===== src/rtl/traffic_sequencer_pkg.sv =====
// Shared encodings for the traffic sequencer: store select codes, lamp patterns,
// phase/state enums and the duration clamp.
package traffic_sequencer_pkg;

  localparam logic [1:0] SEL_RED = 2'b00;
  localparam logic [1:0] SEL_YEL = 2'b01;
  localparam logic [1:0] SEL_GRN = 2'b11;

  localparam logic [2:0] LIGHT_RED = 3'b100;
  localparam logic [2:0] LIGHT_YEL = 3'b010;
  localparam logic [2:0] LIGHT_GRN = 3'b001;

  localparam logic [6:0] MAX_SEC = 7'd99;

  // Phase codes double as the store select codes.
  typedef enum logic [1:0] {
    PH_RED = SEL_RED,
    PH_YEL = SEL_YEL,
    PH_GRN = SEL_GRN
  } phase_e;

  typedef enum logic {
    ST_LOAD = 1'b0,
    ST_RUN  = 1'b1
  } state_e;

  function automatic phase_e next_phase(input phase_e p);
    case (p)
      PH_RED:  return PH_GRN;
      PH_GRN:  return PH_YEL;
      default: return PH_RED;
    endcase
  endfunction

  function automatic logic [2:0] phase_light(input phase_e p);
    case (p)
      PH_GRN:  return LIGHT_GRN;
      PH_YEL:  return LIGHT_YEL;
      default: return LIGHT_RED;
    endcase
  endfunction

  function automatic logic [6:0] clamp_sec(input logic [6:0] v);
    if (v == 7'd0)   return 7'd1;
    if (v > MAX_SEC) return MAX_SEC;
    return v;
  endfunction

endpackage


===== src/rtl/traffic_sequencer_tick.sv =====
// One-second prescaler: counts 0..TICK_DIV-1 while enabled and pulses tick on wrap.
module tick_prescaler #(
  parameter int TICK_DIV = 50000000
) (
  input  logic clk,
  input  logic rst_n,
  input  logic clr,
  input  logic en,
  output logic tick
);

  localparam int CW = $clog2(TICK_DIV);
  localparam logic [CW-1:0] LAST = CW'(TICK_DIV - 1);

  logic [CW-1:0] count_q, count_d;

  assign tick = en & ~clr & (count_q == LAST);

  always_comb begin
    count_d = count_q;
    if (clr)       count_d = '0;
    else if (tick) count_d = '0;
    else if (en)   count_d = count_q + CW'(1);
  end

  always_ff @(posedge clk or negedge rst_n) begin
    if (!rst_n) count_q <= '0;
    else        count_q <= count_d;
  end

endmodule


===== src/rtl/traffic_sequencer.sv =====
// Traffic light sequencer: RED -> GREEN -> YELLOW, each phase loading its duration
// in seconds from an external store, then counting it down on prescaled ticks.
module traffic_sequencer
  import traffic_sequencer_pkg::*;
#(
  parameter int TICK_DIV = 50000000
) (
  input  logic       clk,
  input  logic       rst_n,
  input  logic       en,
  input  logic       restart,
  output logic [1:0] tm_select,
  input  logic [6:0] tm_q,
  output logic [2:0] light,
  output logic [6:0] remain,
  output logic       phase_done
);

  state_e     state_q, state_d;
  phase_e     phase_q, phase_d;
  logic [6:0] remain_q, remain_d;
  logic       done_q, done_d;
  logic [1:0] sel_q, sel_d;
  logic       tick;
  logic       pre_clr;
  logic       pre_en;

  // The prescaler is held at zero through LOAD so every phase starts on a full second.
  assign pre_clr = restart | (state_q == ST_LOAD);
  assign pre_en  = en & (state_q == ST_RUN);

  tick_prescaler #(
    .TICK_DIV(TICK_DIV)
  ) u_tick (
    .clk  (clk),
    .rst_n(rst_n),
    .clr  (pre_clr),
    .en   (pre_en),
    .tick (tick)
  );

  always_comb begin
    state_d  = state_q;
    phase_d  = phase_q;
    remain_d = remain_q;
    done_d   = 1'b0;
    if (restart) begin
      state_d  = ST_LOAD;
      phase_d  = PH_RED;
      remain_d = 7'd0;
    end else if (state_q == ST_LOAD) begin
      remain_d = clamp_sec(tm_q);
      state_d  = ST_RUN;
    end else if (tick) begin
      if (remain_q > 7'd1) begin
        remain_d = remain_q - 7'd1;
      end else begin
        phase_d  = next_phase(phase_q);
        remain_d = 7'd0;
        done_d   = 1'b1;
        state_d  = ST_LOAD;
      end
    end
    // Tracks the next phase so the select is already valid during LOAD.
    sel_d = phase_d;
  end

  always_ff @(posedge clk or negedge rst_n) begin
    if (!rst_n) begin
      state_q  <= ST_LOAD;
      phase_q  <= PH_RED;
      remain_q <= 7'd0;
      done_q   <= 1'b0;
      sel_q    <= SEL_RED;
    end else begin
      state_q  <= state_d;
      phase_q  <= phase_d;
      remain_q <= remain_d;
      done_q   <= done_d;
      sel_q    <= sel_d;
    end
  end

  assign light      = phase_light(phase_q);
  assign tm_select  = sel_q;
  assign remain     = remain_q;
  assign phase_done = done_q;

endmodule

===== config.mk =====
export PLATFORM = sky130hd
export DESIGN_NAME = traffic_sequencer
export DESIGN_NICKNAME = d
export VERILOG_FILES = /design/src/rtl/traffic_sequencer_pkg.sv /design/src/rtl/traffic_sequencer_tick.sv /design/src/rtl/traffic_sequencer.sv
export SDC_FILE = /design/constraint.sdc
export NUM_CORES = 1
export LEC_CHECK = 0
export CAP_MARGIN = 20
export CELL_PAD_IN_SITES_DETAIL_PLACEMENT = 0
export CELL_PAD_IN_SITES_GLOBAL_PLACEMENT = 1
export CORE_AREA = 2 2 92 58
export CTS_CLUSTER_DIAMETER = 60
export DETAILED_ROUTE_END_ITERATION = 10
export DIE_AREA = 0 0 94 60
export PLACE_DENSITY = 0.82
export SYNTH_ARGS = -nofsm -noshare
export SYNTH_HDL_FRONTEND = slang
export SYNTH_SLANG_ARGS = --single-unit

===== constraint.sdc =====
create_clock -name clk -period 3.3 [get_ports clk]
set_input_delay 0.66 -clock clk [delete_from_list [all_inputs] [get_ports clk]]
set_output_delay 0.66 -clock clk [all_outputs]
set_load 0.005 [all_outputs]

======== After elaboration in Yosys (flattened, before gate mapping) ========
Index checks and enable logic that the tools add are counted.
word-level totals
  flip-flop bits (word level) ............. 37
  word-level logic and storage cells ...... 58
  output and inout bits ................... 13
  input bits .............................. 11
cells by class
  order comparisons ....................... 2
  bitwise operators ....................... 6
  reduce and logical (&&, ||, !) cells .... 6
  multiplexer cells ....................... 32
  equality and inequality tests ........... 5
  add/sub/neg operators ................... 2
operator list
  cell                   number
  $mux 26                3
  $mux 7                 8
  $add 26x1->26 const B  1
  $eq 26x26->1 const B   1
  $mux 1                 15
  $mux 2                 4
  $gt 7x1->1 const B     1
  $gt 7x7->1 const B     1
  $logic_not 7->1        1
  $sub 7x1->7 const B    1
  $pmux 3 s2             1
  $pmux 2 s2             1
  $reduce_bool 2->1      2
  $and 1x1->1            3
  $ne 3x2->1 const B     1
  $reduce_and 3->1       1
  $reduce_bool 3->1      1
  $eq 2x1->1 const B     1
  $eq 2x2->1 const B     1
  $logic_not 2->1        1
  $ne 2x2->1 const B     1
  $not 1->1              2
  $or 1x1->1             1

======== Depth between registers and ports, before layout ========
  depth in word-level cells ............... 11
  depth in mapped cells ................... 8
  gate-level depth less buffers ........... 7

======== Hierarchy ========
A second synthesis with hierarchy kept.
unflattened totals
  cell total of the unflattened synthesis .. 259
  area, all modules ....................... 2381.0 µm²
by module, submodules not included
  module             instances  cells each  area each (µm²)  seq. area each (µm²)
  tick_prescaler     1          182         1612.8           650.6
  traffic_sequencer  1          77          768.2            275.3

======== Worst setup path before layout ========
No wires, ideal clock.
  path type ............................... input -> register
  start ................................... input restart
  end ..................................... register remain_q[6], in the netlist remain[6]
  data arrival time ....................... 2147 ps
  setup time .............................. 82 ps
  path slack .............................. 1071 ps
  stages on the path ...................... 6
  required time ........................... 3218 ps
  path through ............................ and2b_4 nand4_4 or3_1 buf_2 or4_1 a31oi_1
between the ends
  cells in the longest elaborated chain, start to end .. 5
RTL lines
  what                      line                          RTL
  start: declaration        traffic_sequencer.sv:11       input logic restart,
  $or 1x1->1                traffic_sequencer.sv:29       assign pre_clr = restart | (state_q == ST_LOAD);
  $not 1->1                 traffic_sequencer_tick.sv:17  assign tick = en & ~clr & (count_q == LAST);
  $and 1x1->1 (2 in a row)  traffic_sequencer_tick.sv:17
  $ne 3x2->1 (no line)      -
  end signal: assignment    traffic_sequencer.sv:78       remain_q <= remain_d;
  end: declaration          traffic_sequencer.sv:21       logic [6:0] remain_q, remain_d;
Several ways; a longest one is shown, not always the timed one.
A chain may end at the register's enable or synchronous reset.

======== Worst setup path in the final report ========
  start ................................... input en
  end ..................................... register remain_q[6], in the netlist remain[6]
between the ends
  cells in the longest elaborated chain, start to end .. 4
RTL lines
  what                      line                          RTL
  start: declaration        traffic_sequencer.sv:10       input logic en,
  $and 1x1->1               traffic_sequencer.sv:30       assign pre_en = en & (state_q == ST_RUN);
  $and 1x1->1 (2 in a row)  traffic_sequencer_tick.sv:17
  $ne 3x2->1 (no line)      -
Every way passes these cells.

==> impl_metrics.csv <==
group,metric,value,unit
pwr,leakage,0.990,nW
routing,via_per_inst,5.19,
layout,nFillCells,465,
worst_setup_path,crit_path_end_kind,"flip-flop",
clocking,htreeDepth,2,
grt,grt_util_met3,6.05,%
clocking,cts.sinks,37,
routing,detail_route.wl_per_cell,14.2,µm
worst_setup_path,critPathArrivalTime,2.81,ns
grt,antenna_found_initial,0,
clocking,cts_made_buffers,5,
sta,max_slew_margin,45.8,%
die,num_rows,20,
placed_design,place_inst,310,
grt,grt_pass1_wl,7870,µm
sta,timing.final.ws_setup,0.697,ns
clocking,clk_pin_slew,0.07,ns
yosys,netlist_top_cells_area,"dfrtp_1 44%, nor2_1 6.4%, xnor2_1 5.8%",
layout,num_antenna_cells,0,
clocking,cts_resized,0,
layout,multi_input_area,1130,µm²
run,cap_violations,0,
layout,final_cell_mix,"37 x dfrtp_1, 36 x nor2_1, 22 x clkdlybuf4s50_1",
clocking,cts_setup_buffers,0,
die,start_util,43.0,%
grt,grt_util_met1,30.3,%
grt,overflow,0,
sta,rsz0062_at_grt,"false",
clocking,clk_latency,0.28,ns
clocking,cts_tree,"done",
yosys,yosysTopAreaCellShare,44.1,%
yosys,synth_area_leader_cell,"dfrtp_1",
die,die_w,94,µm
placed_design,dpl.hpwl,3380,µm
sta,fin_crit_sh,78.9,%
clocking,cts_buffer_depth,2,
yosys,syn_avg_cell_area,9.33,µm²
yosys,synth_ff_type,"dfrtp_1",
routing,firstDrtPassIters,4,
yosys,syn-num-nets,243,
grt,use_met2,22.9,%
layout,syn2layout_area_growth,18.8,%
routing,wl,4510,µm
worst_setup_path,r2r_start,"remain[4]$_DFFE_PN0P_",
pwr,peakVddDrop,0.222,mV
layout,final_nets,269,
clocking,cts_root_buf,"clkbuf_8",
sta,slew_violations,0,
yosys,synth_edf_count,0,
routing,drt_iter0_drc,112,
worst_setup_path,rr_endpoint,"remain[5]$_DFFE_PN0P_",
die,io_pins,24,
yosys,synth.distinct_cells,43,
worst_setup_path,worstPathRequired,3.50,ns
grt,grt.total_usage,18.7,%
yosys,ys_ff_latch,37,
sta,fin_tns_setup,0,ns
worst_setup_path,reg2reg_slack,0.98,ns
pwr,finalPower,0.918,mW
layout,mostFrequentLayoutCell,"dfrtp_1",
layout,fin_util,51.1,%
sta,tightest_slew,0.813,ns
worst_setup_path,reg2reg_depth,5,
placed_design,gp_congestion,0.833,
layout,drive_above_1_share,8.33,%
yosys,seq_area_frac_synth,44.1,%
clocking,cts_hold_buf,0,
yosys,syn_area,2100,µm²
worst_setup_path,crit_fanout,8,
routing,vias,1650,
routing,antenna_left,0,
die,design.core.area,4880,µm²
placed_design,place_ws,0.400,ns
grt,grt-busiest-layer,"met1",
worst_setup_path,cp-start-kind,"primary input",
yosys,async_flop_share,100,%
grt,grt_pass1_vias,1567,
run_status,status,"complete, no violations",
sta,finClkSkew,0.00564,ns
hold_path,hp-class,"primary input to async pin",
sta,layout_min_cycle_time,2.60,ns
yosys,ys_warn_count,0,
layout,seq_area,926,µm²
die,fp.dieH,60,µm
pwr,power_per_cell_area,368,nW/µm²
placed_design,io_buffers,23,
yosys,synth_cells,225,
sta,setup_viol,0,
sta,fmax,384,MHz
die,dieArea,5640,µm²
routing,drc,0,
grt,grt_max_degree,38,
sta,hold_viol,0,
worst_setup_path,crit_type,"primary input to flip-flop",
layout,stdcell_count,318,
==> per-layer routing <==
metal  part of all wire (%)  wire, µm
met1                     56      2540
met2                     35      1590
met3                    8.1       365
met4                   0.35        16
met5                      0         0
==> through the flow <==
stage	instance area (µm²)	hold slack, ns
after floorplan	2100	0.364
after global placement	2410	0.512
after detailed placement	2410	0.526
after CTS	2490	0.493
after global routing	2490	0.524
final	2490	0.457
==> power by group <==
part / internal [mW] / leakage, nW / switching, mW
Sequential: 0.463 / 0.508 / 0.0174
Clock: 0.146 / 0.0450 / 0.160
Combinational: 0.0592 / 0.437 / 0.0721
Total: 0.668 / 0.990 / 0.249
==> state kept, by name, summed over array words and instances (netlist names) <==
signal and cells:
phase_done 1, u_tick.count_q 26, state_q 1, remain 7
tm_select 2
==> cell families after synthesis <==
| kind of cell | share of synthesized area, % |
|---|---|
| AND/OR/NAND/NOR | 28.5 |
| flip-flops | 44.1 |
| AO/OA/AOI/OAI | 9.72 |
| XOR/XNOR | 9.60 |
| buffers and inverters | 2.92 |
| adder cells (fa/ha/maj) | 4.17 |
| multiplexers | 0.954 |
==> final cells by class <==
class / count / area share [%]
Tap cell: 66 / 3.31
Clock inverter: 2 / 0.401
Inverter: 8 / 1.20
Sequential cell: 37 / 37.1
Clock buffer: 6 / 2.91
Timing Repair Buffer: 26 / 9.93
Multi-Input combinational cell: 173 / 45.1
==> how the worst max path moves through the flow <==
| stage | slack (ns) | start | cells after the start | endpoint |
|---|---|---|---|---|
| after detailed placement | 0.40 | en | 6 | remain[6]$_DFFE_PN0P_ |
| after global placement | 0.43 | en | 6 | remain[6]$_DFFE_PN0P_ |
| final | 0.70 | en | 6 | remain[6]$_DFFE_PN0P_ |
| after global routing | 0.58 | en | 6 | remain[6]$_DFFE_PN0P_ |
| after CTS | 0.70 | en | 6 | remain[6]$_DFFE_PN0P_ |
| after floorplan | 1.07 | restart | 6 | remain[6]$_DFFE_PN0P_ |
==> cell usage after synthesis (all sizes together) (2+ instances only) <==
| library cell | number |
|---|---|
| dfrtp | 37 |
| and3 | 9 |
| a21oi | 8 |
| mux2i | 2 |
| o21ai | 6 |
| nand3 | 9 |
| nor4 | 8 |
| nand4 | 5 |
| and4 | 4 |
| nor3 | 7 |
| ha | 7 |
| buf | 3 |
| xnor2 | 14 |
| xor2 | 9 |
| inv | 8 |
| clkbuf | 4 |
| or3 | 6 |
| nor2 | 36 |
| nand2b | 3 |
| o2bb2ai | 2 |
| or4 | 2 |
| o31ai | 3 |
| o311ai | 2 |
| nand2 | 17 |
==> critical path, cell delays in order <==
cell,delay (ns)
clkdlybuf4s50_1,0.55
and3_1,0.31
nand2_2,0.12
or3_1,0.49
or4_1,0.50
a31oi_1,0.18
Power figures use the tool's default switching activity.
